### src/rtl/frame_buf_pkg.sv
// Shared types and defaults for the ping-pong frame buffer controller.
package frame_buf_pkg;

  // Controller sequencing: wait for first frame, fill first bank, then steady swap.
  typedef enum logic [1:0] {
    IDLE = 2'd0,
    FILL = 2'd1,
    RUN  = 2'd2
  } state_t;

  localparam int DEFAULT_ADDR_W = 10;
  localparam int DEFAULT_DEPTH  = 1024;

  // Supported read latency of the external bank memory.
  localparam int RD_LAT_MIN = 1;
  localparam int RD_LAT_MAX = 4;

endpackage

### src/rtl/sync_delay_line.sv
// Fixed-depth shift register used to re-time sync and strobe signals.
module sync_delay_line #(
  parameter int DATA_W = 1,
  parameter int STAGES = 1
) (
  input  logic              clk,
  input  logic              rst_n,
  input  logic [DATA_W-1:0] din,
  output logic [DATA_W-1:0] dout
);

  logic [DATA_W-1:0] pipe_p [STAGES];

  // Shift din through STAGES registers; cleared on reset.
  always_ff @(posedge clk or negedge rst_n) begin
    if (!rst_n) begin
      for (int i = 0; i < STAGES; i++) pipe_p[i] <= '0;
    end else begin
      pipe_p[0] <= din;
      for (int i = 1; i < STAGES; i++) pipe_p[i] <= pipe_p[i-1];
    end
  end

  assign dout = pipe_p[STAGES-1];

endmodule

### src/rtl/frame_pingpong_ctrl.sv
// Ping-pong frame buffer sequencer: one bank written while the other is read,
// banks swap on every vsync rising edge, output video one frame behind input.
module frame_pingpong_ctrl
  import frame_buf_pkg::*;
#(
  parameter int ADDR_W = DEFAULT_ADDR_W,
  parameter int DEPTH  = DEFAULT_DEPTH,
  parameter int RD_LAT = 1
) (
  input  logic              clk,
  input  logic              rst_n,
  input  logic              frame_vsync,
  input  logic              frame_href,
  input  logic              frame_clken,
  output logic              wr_en,
  output logic              wr_bank,
  output logic [ADDR_W-1:0] wr_addr,
  output logic              rd_en,
  output logic              rd_bank,
  output logic [ADDR_W-1:0] rd_addr,
  output logic              post_frame_vsync,
  output logic              post_frame_href,
  output logic              post_frame_clken,
  output logic [1:0]        bank_valid,
  output logic              overflow,
  output logic              underrun
);

  // Out-of-range latency settings are clamped to the supported window.
  localparam int LAT = (RD_LAT < RD_LAT_MIN) ? RD_LAT_MIN :
                       (RD_LAT > RD_LAT_MAX) ? RD_LAT_MAX : RD_LAT;
  localparam logic [ADDR_W:0] DEPTH_C = (ADDR_W+1)'(DEPTH);

  state_t            state, state_nx;
  logic              vsync_d;
  logic              vs_rise;
  logic              pix;
  logic              wr_active;
  logic              rd_active;
  logic [ADDR_W:0]   wr_cnt;
  logic [ADDR_W:0]   rd_cnt;
  logic [ADDR_W:0]   rd_len;
  logic [2:0]        sync_p;
  logic              rd_vld_p;

  // Counter value to address, clipped so an address never wraps past DEPTH-1.
  function automatic logic [ADDR_W-1:0] sat_addr(input logic [ADDR_W:0] cnt);
    if (cnt >= DEPTH_C) return ADDR_W'(DEPTH - 1);
    else                return cnt[ADDR_W-1:0];
  endfunction

  assign vs_rise = frame_vsync & ~vsync_d;
  assign pix     = frame_href & frame_clken & ~frame_vsync;

  // Previous vsync for rising-edge detection.
  always_ff @(posedge clk or negedge rst_n) begin
    if (!rst_n) vsync_d <= 1'b0;
    else        vsync_d <= frame_vsync;
  end

  // FSM state register.
  always_ff @(posedge clk or negedge rst_n) begin
    if (!rst_n) state <= IDLE;
    else        state <= state_nx;
  end

  // FSM next state: each frame start advances IDLE -> FILL -> RUN.
  always_comb begin
    state_nx = state;
    case (state)
      IDLE:    if (vs_rise) state_nx = FILL;
      FILL:    if (vs_rise) state_nx = RUN;
      RUN:     state_nx = RUN;
      default: state_nx = IDLE;
    endcase
  end

  // FSM outputs: writing from the first frame on, reading only once a bank is full.
  always_comb begin
    wr_active = 1'b0;
    rd_active = 1'b0;
    case (state)
      FILL: wr_active = 1'b1;
      RUN: begin
        wr_active = 1'b1;
        rd_active = 1'b1;
      end
      default: ;
    endcase
  end

  // Bank swap at each frame start: the just-written bank becomes the read bank.
  always_ff @(posedge clk or negedge rst_n) begin
    if (!rst_n) begin
      wr_bank    <= 1'b0;
      rd_bank    <= 1'b0;
      bank_valid <= 2'b00;
      rd_len     <= '0;
    end else if (vs_rise) begin
      if (state == IDLE) begin
        wr_bank <= 1'b0;
      end else begin
        bank_valid[wr_bank] <= 1'b1;
        rd_len              <= wr_cnt;
        rd_bank             <= wr_bank;
        wr_bank             <= ~wr_bank;
      end
    end
  end

  // Write strobe/address one cycle after each pixel; excess pixels flag overflow.
  always_ff @(posedge clk or negedge rst_n) begin
    if (!rst_n) begin
      wr_en    <= 1'b0;
      wr_addr  <= '0;
      wr_cnt   <= '0;
      overflow <= 1'b0;
    end else begin
      wr_en <= 1'b0;
      if (vs_rise) begin
        wr_cnt  <= '0;
        wr_addr <= '0;
      end else if (pix && wr_active) begin
        if (wr_cnt < DEPTH_C) begin
          wr_en   <= 1'b1;
          wr_addr <= sat_addr(wr_cnt);
          wr_cnt  <= wr_cnt + 1'b1;
        end else begin
          overflow <= 1'b1;
        end
      end
    end
  end

  // Read strobe/address one cycle after each pixel; reads past the stored length underrun.
  always_ff @(posedge clk or negedge rst_n) begin
    if (!rst_n) begin
      rd_en    <= 1'b0;
      rd_addr  <= '0;
      rd_cnt   <= '0;
      underrun <= 1'b0;
    end else begin
      rd_en <= 1'b0;
      if (vs_rise) begin
        rd_cnt  <= '0;
        rd_addr <= '0;
      end else if (pix && rd_active) begin
        if (rd_cnt < rd_len) begin
          rd_en   <= 1'b1;
          rd_addr <= sat_addr(rd_cnt);
          rd_cnt  <= rd_cnt + 1'b1;
        end else begin
          underrun <= 1'b1;
        end
      end
    end
  end

  // Sync signals: strobe register stage plus memory read latency.
  sync_delay_line #(
    .DATA_W (3),
    .STAGES (1 + LAT)
  ) u_sync_dly (
    .clk   (clk),
    .rst_n (rst_n),
    .din   ({frame_vsync, frame_href, frame_clken}),
    .dout  (sync_p)
  );

  // Read strobe delayed by memory latency marks which output pixels carry valid data.
  sync_delay_line #(
    .DATA_W (1),
    .STAGES (LAT)
  ) u_rd_vld_dly (
    .clk   (clk),
    .rst_n (rst_n),
    .din   (rd_en),
    .dout  (rd_vld_p)
  );

  assign post_frame_vsync = sync_p[2];
  assign post_frame_href  = sync_p[1];
  assign post_frame_clken = sync_p[0] & rd_vld_p;

endmodule

### config.mk
export PLATFORM = sky130hd
export DESIGN_NAME = frame_pingpong_ctrl
export DESIGN_NICKNAME = d
export VERILOG_FILES = /design/src/rtl/frame_buf_pkg.sv /design/src/rtl/sync_delay_line.sv /design/src/rtl/frame_pingpong_ctrl.sv
export SDC_FILE = /design/constraint.sdc
export NUM_CORES = 1
export LEC_CHECK = 0
export CORE_MARGIN = 2
export CORE_UTILIZATION = 35
export CTS_CLUSTER_DIAMETER = 80
export DETAILED_ROUTE_END_ITERATION = 10
export PLACE_DENSITY = 0.55
export REMOVE_ABC_BUFFERS = 1
export SYNTH_ARGS = -nofsm -noshare
export SYNTH_HDL_FRONTEND = slang
export SYNTH_SLANG_ARGS = --single-unit
### constraint.sdc
create_clock -name clk -period 5.45 [get_ports clk]
set_clock_uncertainty 0.05 [all_clocks]
set_input_delay 0.8175 -clock clk [delete_from_list [all_inputs] [get_ports clk]]
set_output_delay 0.8175 -clock clk [all_outputs]
set_load 0.1 [all_outputs]
## Word level (Yosys, flattened, before mapping)

Cells that the tools add are included.

| cells by class | value |
|---|---|
| bitwise operators | 12 |
| magnitude comparators | 6 |
| reductions and logical operators | 15 |
| muxes and demuxes | 28 |
| equality and inequality tests | 4 |
| $add $sub $neg | 2 |

Operator list:

| cell | number |
|---|---|
| 10-bit two-way mux | 8 |
| 11-bit two-way mux | 6 |
| 11-bit by 1-bit adder with 11-bit output, second input constant | 2 |
| 11-bit >= comparator, second input constant | 2 |
| 11-bit less-than comparator | 1 |
| 11-bit less-than comparator, second input constant | 1 |
| 1-bit two-way mux | 10 |
| 2-bit AND reduction | 4 |
| 2-bit nonzero test | 4 |
| 1-bit NOT | 7 |
| 2-bit case mux with 3 select lines | 1 |
| 3-bit AND reduction | 2 |
| 1-bit bitwise AND | 4 |
| 2-bit two-way mux | 2 |
| 2-bit inequality test, second input constant | 2 |
| 1-bit logical AND | 3 |
| 2-bit by 1-bit equality test with 1-bit output, second input constant | 1 |
| 2-bit equality test, second input constant | 1 |
| 2-bit logical NOT | 1 |
| 1-bit by 2-bit less-than comparator with 1-bit output, second input constant | 1 |
| 2-bit bitwise OR | 1 |
| 2-bit OR reduction | 1 |
| 1-bit demux with 1-bit select | 1 |
| 1-bit >= comparator, second input constant | 1 |

| word-level totals | value |
|---|---|
| word-level logic and storage cells | 84 |
| bits in registers | 71 |

## Depth between registers and ports, before layout

Gate-level depths: netlist (run 1).

| depth | value |
|---|---|
| depth after elaboration | 6 |
| depth in mapped cells | 8 |

## Cells and area by module

From an unflattened synthesis (run 1), not the netlist that was laid out.

| unflattened totals | value |
|---|---|
| cell total of the unflattened synthesis | 331 |
| area total of the unflattened synthesis | 3324.4 µm² |

By module, submodules not included:

| module | cells an instance | area an instance (µm²) | times used |
|---|---|---|---|
| frame_pingpong_ctrl | 321 | 3126.7 | 1 |
| sync_delay_line at u_sync_dly | 9 | 172.7 | 1 |
| sync_delay_line at u_rd_vld_dly | 1 | 25.0 | 1 |

## Worst setup path before layout (run 1)

OpenSTA, ideal clock, no wires.

| timing | value |
|---|---|
| kind | reg2reg |
| start | register rd_cnt[6] |
| end | register rd_cnt[5] |
| arrival | 1.869 ns |
| stages on the path, launching flop included | 7 |
| clock period less this slack | 2.010 ns |
| required time | 5.310 ns |
| library setup time | 0.090 ns |
| path slack | 3.440 ns |
| path buffers | 0 |
| cells stage by stage | dfrtp_1 > ha_1 > a21oi_1 > o21ai_1 > a221o_1 > or4_1 > o221ai_1 |

| on the way | value |
|---|---|
| longest elaborated chain between the ends | 3 |

Ends and longest elaborated chain:

| what | RTL line | source |
|---|---|---|
| from (decl) | frame_pingpong_ctrl.sv:41 | `logic [ADDR_W:0] rd_cnt;` |
| from (signal assigned) | frame_pingpong_ctrl.sv:151 | `rd_cnt <= rd_cnt + 1'b1;` |
| 11-bit less-than comparator | frame_pingpong_ctrl.sv:148 | `if (rd_cnt < rd_len) begin` |
| 2-bit nonzero test (no source line) | - |  |
| 2-bit AND reduction (no source line) | - |  |

Every way passes these cells.
A chain may end at the register's enable or synchronous reset.

## Worst setup path after layout (run 1)

| timing | value |
|---|---|
| start | register wr_bank |
| end | output port wr_bank |

RTL lines:

| what | RTL line | source |
|---|---|---|
| from (decl) | frame_pingpong_ctrl.sv:16 | `output logic wr_bank,` |
| from (signal assigned) | frame_pingpong_ctrl.sv:106 | `wr_bank <= ~wr_bank;` |

No word-level cell between the ends.

==> out/metrics.yaml, run 1 <==
layout:
  area_growth_pct: 20.28
  diodes: 0
  layout.nets: 377
  drive_gt1_frac: 0.07459
  layout.cells.non_filler: 473
  final_area_um2: 3889
  fin_util: 0.4269
die:
  fp.dieW_um: 100.1
  dieHeight_um: 100.1
  initial_core_util: 0.3549
  num_rows: 35
  ioPinCount: 36
  core_area_um2: 9109
  die_area_um2: 10020
synth:
  synth-async-reset-ratio: 1.000
  yosys.area.top_type: "dfrtp_1"
  syn_inst: 322
  ys_warn_count: 0
  synth_most_common_cell: "dfrtp_1"
  syn_area_per_cell_um2: 10.04
  synth_area_leaders: "dfrtp_1 54%, nand2_1 6.8%, ha_1 5.8%"
  synth-main-ff-cell: "dfrtp_1"
  synthDistinctLibCells: 41
  ys_seq_elements: 70
  synth_common_cells: "70 x dfrtp_1, 59 x nand2_1, 28 x o21ai_0, 24 x inv_1, 23 x nor2_1"
  synth_edf_count: 0
  synthesis.area_um2: 3233
  ys_seq_area_frac: 0.5418
  synth_top_area_frac: 0.5418
placed_design:
  dp_slack_ns: 2.498
  port_buffers: 35
  routabilityCongestion: 0.7620
  place_inst: 457
  hpwl_mm: 4.284
  placed_area_um2: 3676
sta:
  finalCritPeriodShare: 0.5181
  fin_tns_setup_ns: 0
  finalSetupViolations: 0
  slew_violations: 0
  grt_setup_unrepaired: "no"
  max_freq_mhz: 354.1
  period_needed_ns: 2.824
  fin_ws_ns: 2.626
  final-hold-violation-count: 0
  relSlewSlack: 0.3098
  tightest_slew_ns: 1.032
critical_path:
  cp_slowest_stage_delay_ns: 1.17
  slowest_stage: "clkdlybuf4s50_1"
  worst-setup-path-type: "register to primary output"
  path_buf_inv: 1
  cp.depth: 1
  worstSetupEndpointType: "primary output"
  startpoint_type: "register"
  cp_top_family: "buffers and inverters"
  cp_max_fo: 6
  crit_chain: "clkdlybuf4s50_1"
  reg2reg_depth: 6
  cp.arrival_ns: 1.96
  cp.required_ns: 4.58
worst_hold_path:
  min_path_cells: 0
  hp-class: "register to register"
route:
  vias: 2352
  finalWirelength_mm: 6.452
  drc: 0
  postRouteAntennaNets: 0
  wire_per_inst_um: 13.64
  drtIter0Drc: 118
  dr.pass1.iters: 4
  via_per_inst: 4.973
cts:
  cts_inserted_buffers: 9
  h-tree-depth: 3
  cts_resized: 0
  clock_latency_ns: 0.35
  cts_hold_buf: 0
  cts_setup_buffers: 0
  clk_pin_slew_worst_paths_ns: 0.08
  clkSinkCount: 70
  cts_tree: "done"
  clock_path_buffers: 2
  cts_root_buf: "clkbuf_8"
grt:
  grt_util_all_layers: 0.1397
  grt_remaining_overflow: 0
  grt_max_degree: 71
  grt_pass1_vias: 2284
  grt_pass1_wl_mm: 11.00
  grt_antenna_before_repair: 0
pwr:
  power.density_nw_per_um2: 359.5
  leakage_uw: 0.001751
  ir_worst_vdd_v: 0.0002700
run:
  timing.max_cap.violations: 0
run_status:
  status: "completed"
[routing by layer]
| metal | track usage | share of wire | vias up |
|---|---|---|---|
| met5 | 0 | 0 | - |
| met4 | 0.07271 | 0.022 | 0 |
| met3 | 0.03343 | 0.031 | 11 |
| met2 | 0.2037 | 0.45 | 47 |
| met1 | 0.1935 | 0.50 | 1122 |
| li1 | - | - | 1172 |
[layout make-up]
class	count	area (µm²)
sequential	70	1752
fill	907	5220
tap	111	138.9
clock buffer	9	123.9
inverter	24	90.09
multi-input combinational	214	1328
timing repair buffer	38	367.9
clock inverter	7	88.84
[layout by cell type (no fill, tap or decap), drive strengths merged, types with 3 or more instances in the layout]
| cell type | count |
|---|---|
| a21oi | 9 |
| buf | 4 |
| clkbuf | 9 |
| clkdlybuf4s50 | 34 |
| clkinv | 5 |
| dfrtp | 70 |
| ha | 15 |
| inv | 24 |
| mux2i | 13 |
| nand2 | 60 |
| nand2b | 3 |
| nand3 | 9 |
| nand4 | 6 |
| nor2 | 23 |
| nor3 | 3 |
| o21ai | 31 |
| o221ai | 8 |
| or4 | 3 |
| xor2 | 6 |
[flip-flops by register name, indices dropped and copies added, names as in the netlist, 2 cells and up]
register and cells:
wr_addr 10, rd_addr 10, state 2, u_sync_dly.pipe_p 2
rd_len 11, u_sync_dly.dout 3, rd_cnt 11, bank_valid 2
wr_cnt 11
[final timing paths]
check	startpoint	endpoint	slack [ns]
setup reg to reg	rd_cnt[10]$_DFFE_PN0P_	rd_cnt[10]$_DFFE_PN0P_	2.71
setup / recovery	wr_bank$_DFFE_PN0P_	wr_bank	2.63
hold reg to reg	u_sync_dly.pipe_p[4]$_DFF_PN0_	u_sync_dly.dout[1]$_DFF_PN0_	0.32
hold / removal	u_sync_dly.pipe_p[4]$_DFF_PN0_	u_sync_dly.dout[1]$_DFF_PN0_	0.32
max in group asynchronous	rst_n	rd_cnt[7]$_DFFE_PN0P_	4.16
min in group asynchronous	rst_n	wr_addr[6]$_DFFE_PN0P_	0.60
[metrics by stage]
step           hold slack (ns)  power (µW)
2_1_floorplan           0.2812       853.7
3_3_place_gp            0.3039       948.9
3_5_place_dp            0.2912       954.5
4_1_cts                 0.3178        1417
5_1_grt                 0.3206        1462
6_report                0.3161        1398
[report_power, final]
part           internal, µW  switching [µW]
Clock                   255             201
Combinational          90.3             259
Sequential              559            33.5
Total                   904             494
[logic make-up after synthesis]
group / count (synthesis) / share of synthesized area
adders and majority gates: 15 / 0.05805
and+or+nand+nor: 120 / 0.1769
xor gates and xnor gates: 8 / 0.02167
DFF: 70 / 0.5418
muxes: 15 / 0.04721
AOI/OAI and AO/OA: 56 / 0.1068
buffers and inverters: 38 / 0.04760
Note: power is estimated with default switching activity, not from simulation.
==> run 2, diff against run 1 <==
==> constraint.sdc (replaced) <==
create_clock -name clk -period 2.9 [get_ports clk]
set_clock_uncertainty 0.05 [all_clocks]
set_input_delay 0.435 -clock clk [delete_from_list [all_inputs] [get_ports clk]]
set_output_delay 0.435 -clock clk [all_outputs]
set_load 0.1 [all_outputs]
==> run 2 against run 1 <==
Utilization fell by 0.27 points; global-route usage barely moved; final area fell by 0.64%; largest power group unchanged; highest routed layer unchanged.
==> out/metrics.yaml, run 2 (synthesis gave the netlist of run 1 again) <==
pwr:
  power.density_nw_per_um2: 682.6
  ir_worst_vdd_v: 0.0005881
  leakage_uw: 0.001826
  power_uw: 2637
cts:
  clock_path_buffers: 2
  clkSinkCount: 70
  h-tree-depth: 3
  cts_inserted_buffers: 9
  clock_latency_ns: 0.33
  cts_hold_buf: 0
  cts_root_buf: "clkbuf_8"
  cts_resized: 0
  cts_tree: "done"
  cts_setup_buffers: 0
  clk_pin_slew_worst_paths_ns: 0.08
run_status:
  status: "completed"
critical_path:
  cp.arrival_ns: 2.76
  worst-setup-path-type: "register to register"
  worstSetupEndpointType: "register"
  cp_max_fo: 21
  cp.required_ns: 3.09
  startpoint_type: "register"
layout:
  fin_util: 0.4242
  final_common_cell: "dfrtp_1"
  drive_gt1_frac: 0.1694
  layout.nets: 381
  largestRegisters: "rd_cnt (11), rd_len (11), wr_cnt (11)"
  area_growth_pct: 19.50
  final_cell_mix: "70 x dfrtp_1, 59 x nand2_1, 37 x buf_4"
  diodes: 0
  final_area_um2: 3864
sta:
  fin_tns_setup_ns: 0
  fin_ws_ns: 0.3335
  grt_setup_unrepaired: "no"
  finalCritPeriodShare: 0.8850
  period_needed_ns: 2.567
  finalSetupViolations: 0
  tightest_slew_ns: 0.7324
  slew_violations: 0
  relSlewSlack: 0.5117
  final-hold-violation-count: 0
  max_freq_mhz: 389.6
route:
  vias: 2372
  wire_per_inst_um: 13.70
  dr.pass1.iters: 4
  finalWirelength_mm: 6.536
  drc: 0
  via_per_inst: 4.973
  drtIter0Drc: 139
  postRouteAntennaNets: 0
grt:
  grt_pass1_vias: 2265
  grt_antenna_before_repair: 0
  grt_pass1_wl_mm: 10.98
  grt_remaining_overflow: 0
  grt_max_degree: 42
  grt_util_all_layers: 0.1397
placed_design:
  port_buffers: 35
  placed_area_um2: 3641
  routabilityCongestion: 0.8553
  dp_slack_ns: 0.3402
  hpwl_mm: 4.575
die:
  core_area_um2: 9109
  fp.dieW_um: 100.1
  dieHeight_um: 100.1
  num_rows: 35
  initial_core_util: 0.3549
  die_area_um2: 10020
  ioPinCount: 36
worst_hold_path:
  hp-class: "input pin to asynchronous set/reset pin"
run:
  timing.max_cap.violations: 0
## run 2: changes by cell type in the layout (fill, tap and decap cells not counted)
cell,before,now
buf_4,3,37
clkbuf_8,9,10
buf_12,0,1
clkinv_2,4,2
clkinvlp_4,0,2
clkinv_4,1,0
clkdlybuf4s50_1,34,3
## run 2: metal layers
layer	vias up	global-route usage	routed length (µm)
li1	1178	-	-
met1	1146	0.1937	3224
met2	40	0.2157	3004
met3	8	0.02577	209
met4	0	0.06006	97
met5	-	0	0
## run 2: path summary, 6_finish.rpt
check / from / to / slack, ns / cells past startpoint
setup / recovery: rd_cnt[6]$_DFFE_PN0P_ / rd_cnt[10]$_DFFE_PN0P_ / 0.33 / 6
hold / removal: rst_n / wr_addr[7]$_DFFE_PN0P_ / 0.10 / 1
setup reg to reg: rd_cnt[6]$_DFFE_PN0P_ / rd_cnt[10]$_DFFE_PN0P_ / 0.33 / 6
hold reg to reg: u_sync_dly.pipe_p[4]$_DFF_PN0_ / u_sync_dly.dout[1]$_DFF_PN0_ / 0.31 / 0
max in group asynchronous: rst_n / rd_len[3]$_DFFE_PN0P_ / 2.02 / 2
min in group clk: u_sync_dly.pipe_p[4]$_DFF_PN0_ / u_sync_dly.dout[1]$_DFF_PN0_ / 0.31 / 0
## run 2: per-stage QoR
| step | cells | hold slack [ns] |
|---|---|---|
| floorplan | 308 | 0.08941 |
| global placement | 461 | 0.2929 |
| detailed placement | 461 | 0.2886 |
| CTS | 477 | 0.1223 |
| global route | 477 | 0.1569 |
| finish | 477 | 0.1014 |
## run 2: layout make-up
cell class / instances / area (µm²)
Clock inverter: 6 / 85.08
Fill cell: 912 / 5245
Clock buffer: 10 / 137.6
Inverter: 24 / 90.09
Sequential cell: 70 / 1752
Tap cell: 111 / 138.9
Timing Repair Buffer: 42 / 332.8
Multi-Input combinational cell: 214 / 1328
## run 2: critical path: stages (launching register included)
cell      delay [ns]
dfrtp_1         0.44
ha_1            0.33
a21oi_1         0.15
o21ai_1         0.11
a221oi_2        0.58
nand2_2         0.48
o221ai_1        0.34
## run 2: power by group
| group | internal (µW) | switching (µW) |
|---|---|---|
| Combinational | 164 | 488 |
| Sequential | 1050 | 60.8 |
| Clock | 505 | 371 |
==> run 3, diff against run 2 <==
--- a/config.mk
+++ b/config.mk
@@ -5,11 +5,14 @@
 export SDC_FILE = /design/constraint.sdc
 export NUM_CORES = 1
 export LEC_CHECK = 0
+export CELL_PAD_IN_SITES_DETAIL_PLACEMENT = 0
+export CELL_PAD_IN_SITES_GLOBAL_PLACEMENT = 2
 export CORE_MARGIN = 2
 export CORE_UTILIZATION = 35
 export CTS_CLUSTER_DIAMETER = 80
 export DETAILED_ROUTE_END_ITERATION = 10
-export PLACE_DENSITY = 0.55
+export GPL_TIMING_DRIVEN = 0
+export PLACE_DENSITY = 0.78
 export REMOVE_ABC_BUFFERS = 1
 export SYNTH_ARGS = -nofsm -noshare
 export SYNTH_HDL_FRONTEND = slang
==> run 3 against run 2 <==
Global-route usage is 0.49 points higher; setup slack worse by 0.050 ns; sequential power hardly changed; die area stayed put; clock power is 9.6% lower; via count is 0.13% lower; largest cell class unchanged; fmax is 1.9% lower; first-iteration DRC count is 39% lower; register-to-register slack worse by 0.05 ns; non-clock buffer count is 5 lower; final cell count is 1.0% lower.
==> out/metrics.yaml, run 3 (synthesis gave the netlist of run 1 again) <==
sta:
  slew_violations: 0
  max_freq_mhz: 382.2
  tightest_slew_ns: 1.223
  grt_setup_unrepaired: "no"
  fin_ws_ns: 0.2835
  final-hold-violation-count: 0
  finalSetupViolations: 0
  holdWs_ns: 0.3308
  relSlewSlack: 0.1848
  finalCritPeriodShare: 0.9023
  period_needed_ns: 2.617
critical_path:
  cp_max_fo: 14
  worstSetupEndpointType: "register"
  cp.required_ns: 3.10
  cp.arrival_ns: 2.81
  startpoint_type: "register"
  worst-setup-path-type: "register to register"
route:
  wl_met1_mm: 3.261
  drtIter0Drc: 85
  postRouteAntennaNets: 0
  wire_per_inst_um: 14.03
  via_per_inst: 5.019
  wl_met2_mm: 3.023
  top_layer_used: "met4"
  dr_wl_met3_um: 208
  finalWirelength_mm: 6.624
  dr.pass1.iters: 4
  drc: 0
  vias: 2369
run:
  timing.max_cap.violations: 0
cts:
  clkSinkCount: 70
  h-tree-depth: 3
  clk_pin_slew_worst_paths_ns: 0.08
  cts_tree: "done"
  cts_setup_buffers: 0
  cts_root_buf: "clkbuf_8"
  cts_inserted_buffers: 9
  clock_latency_ns: 0.34
  clock_path_buffers: 2
placed_design:
  port_buffers: 35
  dp_slack_ns: -0.4236
  routabilityCongestion: 0.7508
  hpwl_mm: 4.396
die:
  fp.dieW_um: 100.1
  die_area_um2: 10020
  core_area_um2: 9109
  initial_core_util: 0.3549
  dieHeight_um: 100.1
  num_rows: 35
  ioPinCount: 36
grt:
  grt_remaining_overflow: 0
  grt_antenna_before_repair: 0
  grt_pass1_wl_mm: 11.21
  grt_pass1_vias: 2246
  grt_max_degree: 70
  grt_util_all_layers: 0.1446
pwr:
  ir_worst_vdd_v: 0.0007785
  power.density_nw_per_um2: 659.1
  clockPowerShare: 0.307
  seq_power_share: 0.429
  switchingPower_uw: 932.3
  p_comb_frac: 0.264
  p_sw_frac: 0.3615
  p_int_uw: 1647
  leakage_uw: 0.001755
layout:
  largestRegisters: "rd_cnt (11), rd_len (11), wr_cnt (11)"
  final_cell_mix: "70 x dfrtp_1, 59 x nand2_1, 34 x clkdlybuf4s50_1"
  fin_util: 0.4297
  drive_gt1_frac: 0.07479
  final_common_cell: "dfrtp_1"
  layout.nets: 376
  area_growth_pct: 21.05
  fillers: 914
  diodes: 0
run_status:
  status: "completed"
worst_hold_path:
  hp-class: "register to register"
-- run 3: metrics by stage --
step | std cells | instance area [µm²] | TNS (ns) | total power [µW]
detailed placement | 455 | 3686 | -4.261 | 1795
finish | 472 | 3914 | 0 | 2579
floorplan | 308 | 3169 | 0 | 1604
CTS | 472 | 3897 | 0 | 2607
global route | 472 | 3914 | 0 | 2714
global placement | 454 | 3659 | -85.28 | 1781
-- run 3: power by group through the flow --
stage / registers (µW) / clock network, µW / logic (µW)
after floorplan: 1370 / 0 / 230
after global placement: 1130 / 0 / 654
after detailed placement: 1130 / 0 / 667
after CTS: 1110 / 825 / 673
after global routing: 1120 / 863 / 733
final: 1110 / 791 / 682
-- run 3: routing by layer --
metal,vias up,GRT usage
met5,-,0
met3,10,0.02925
met4,0,0.06639
li1,1166,-
met2,44,0.2121
met1,1149,0.2068
-- run 3: repair_timing --
item	4_1_cts	5_1_grt
hold buffers	1	0
setup endpoints to repair	8	21
gates cloned	0	0
hold endpoints to repair	1	0
gates resized for setup	1	2
pin swaps	0	0
-- run 3: critical path: stages, from the launching register on --
cell      delay (ns)
dfrtp_1         0.59
ha_1            0.41
nand2_1         0.08
nor4_1          0.54
a221o_1         0.36
o21ai_2         0.19
o221ai_1        0.30
-- run 3: cell type report --
cell class | count | area, µm² | area share
Clock buffer | 10 | 137.6 | 0.03517
Inverter | 24 | 90.09 | 0.02302
Clock inverter | 6 | 61.31 | 0.01566
Multi-Input combinational cell | 214 | 1349 | 0.3446
Tap cell | 111 | 138.9 | 0.03549
Sequential cell | 70 | 1752 | 0.4476
Timing Repair Buffer | 37 | 385.4 | 0.09847
-- run 3: worst paths after layout --
check | from | endpoint | slack, ns | cells after the start
hold / removal | rd_en$_DFF_PN0_ | u_rd_vld_dly.dout$_DFF_PN0_ | 0.33 | 0
min in group asynchronous | rst_n | rd_addr[1]$_DFFE_PN0P_ | 0.37 | 2
setup reg to reg | rd_cnt[10]$_DFFE_PN0P_ | rd_cnt[9]$_DFFE_PN0P_ | 0.28 | 6
hold reg to reg | rd_en$_DFF_PN0_ | u_rd_vld_dly.dout$_DFF_PN0_ | 0.33 | 0
setup / recovery | rd_cnt[10]$_DFFE_PN0P_ | rd_cnt[9]$_DFFE_PN0P_ | 0.28 | 6
max in group asynchronous | rst_n | wr_cnt[9]$_DFFE_PN0P_ | 1.90 | 3
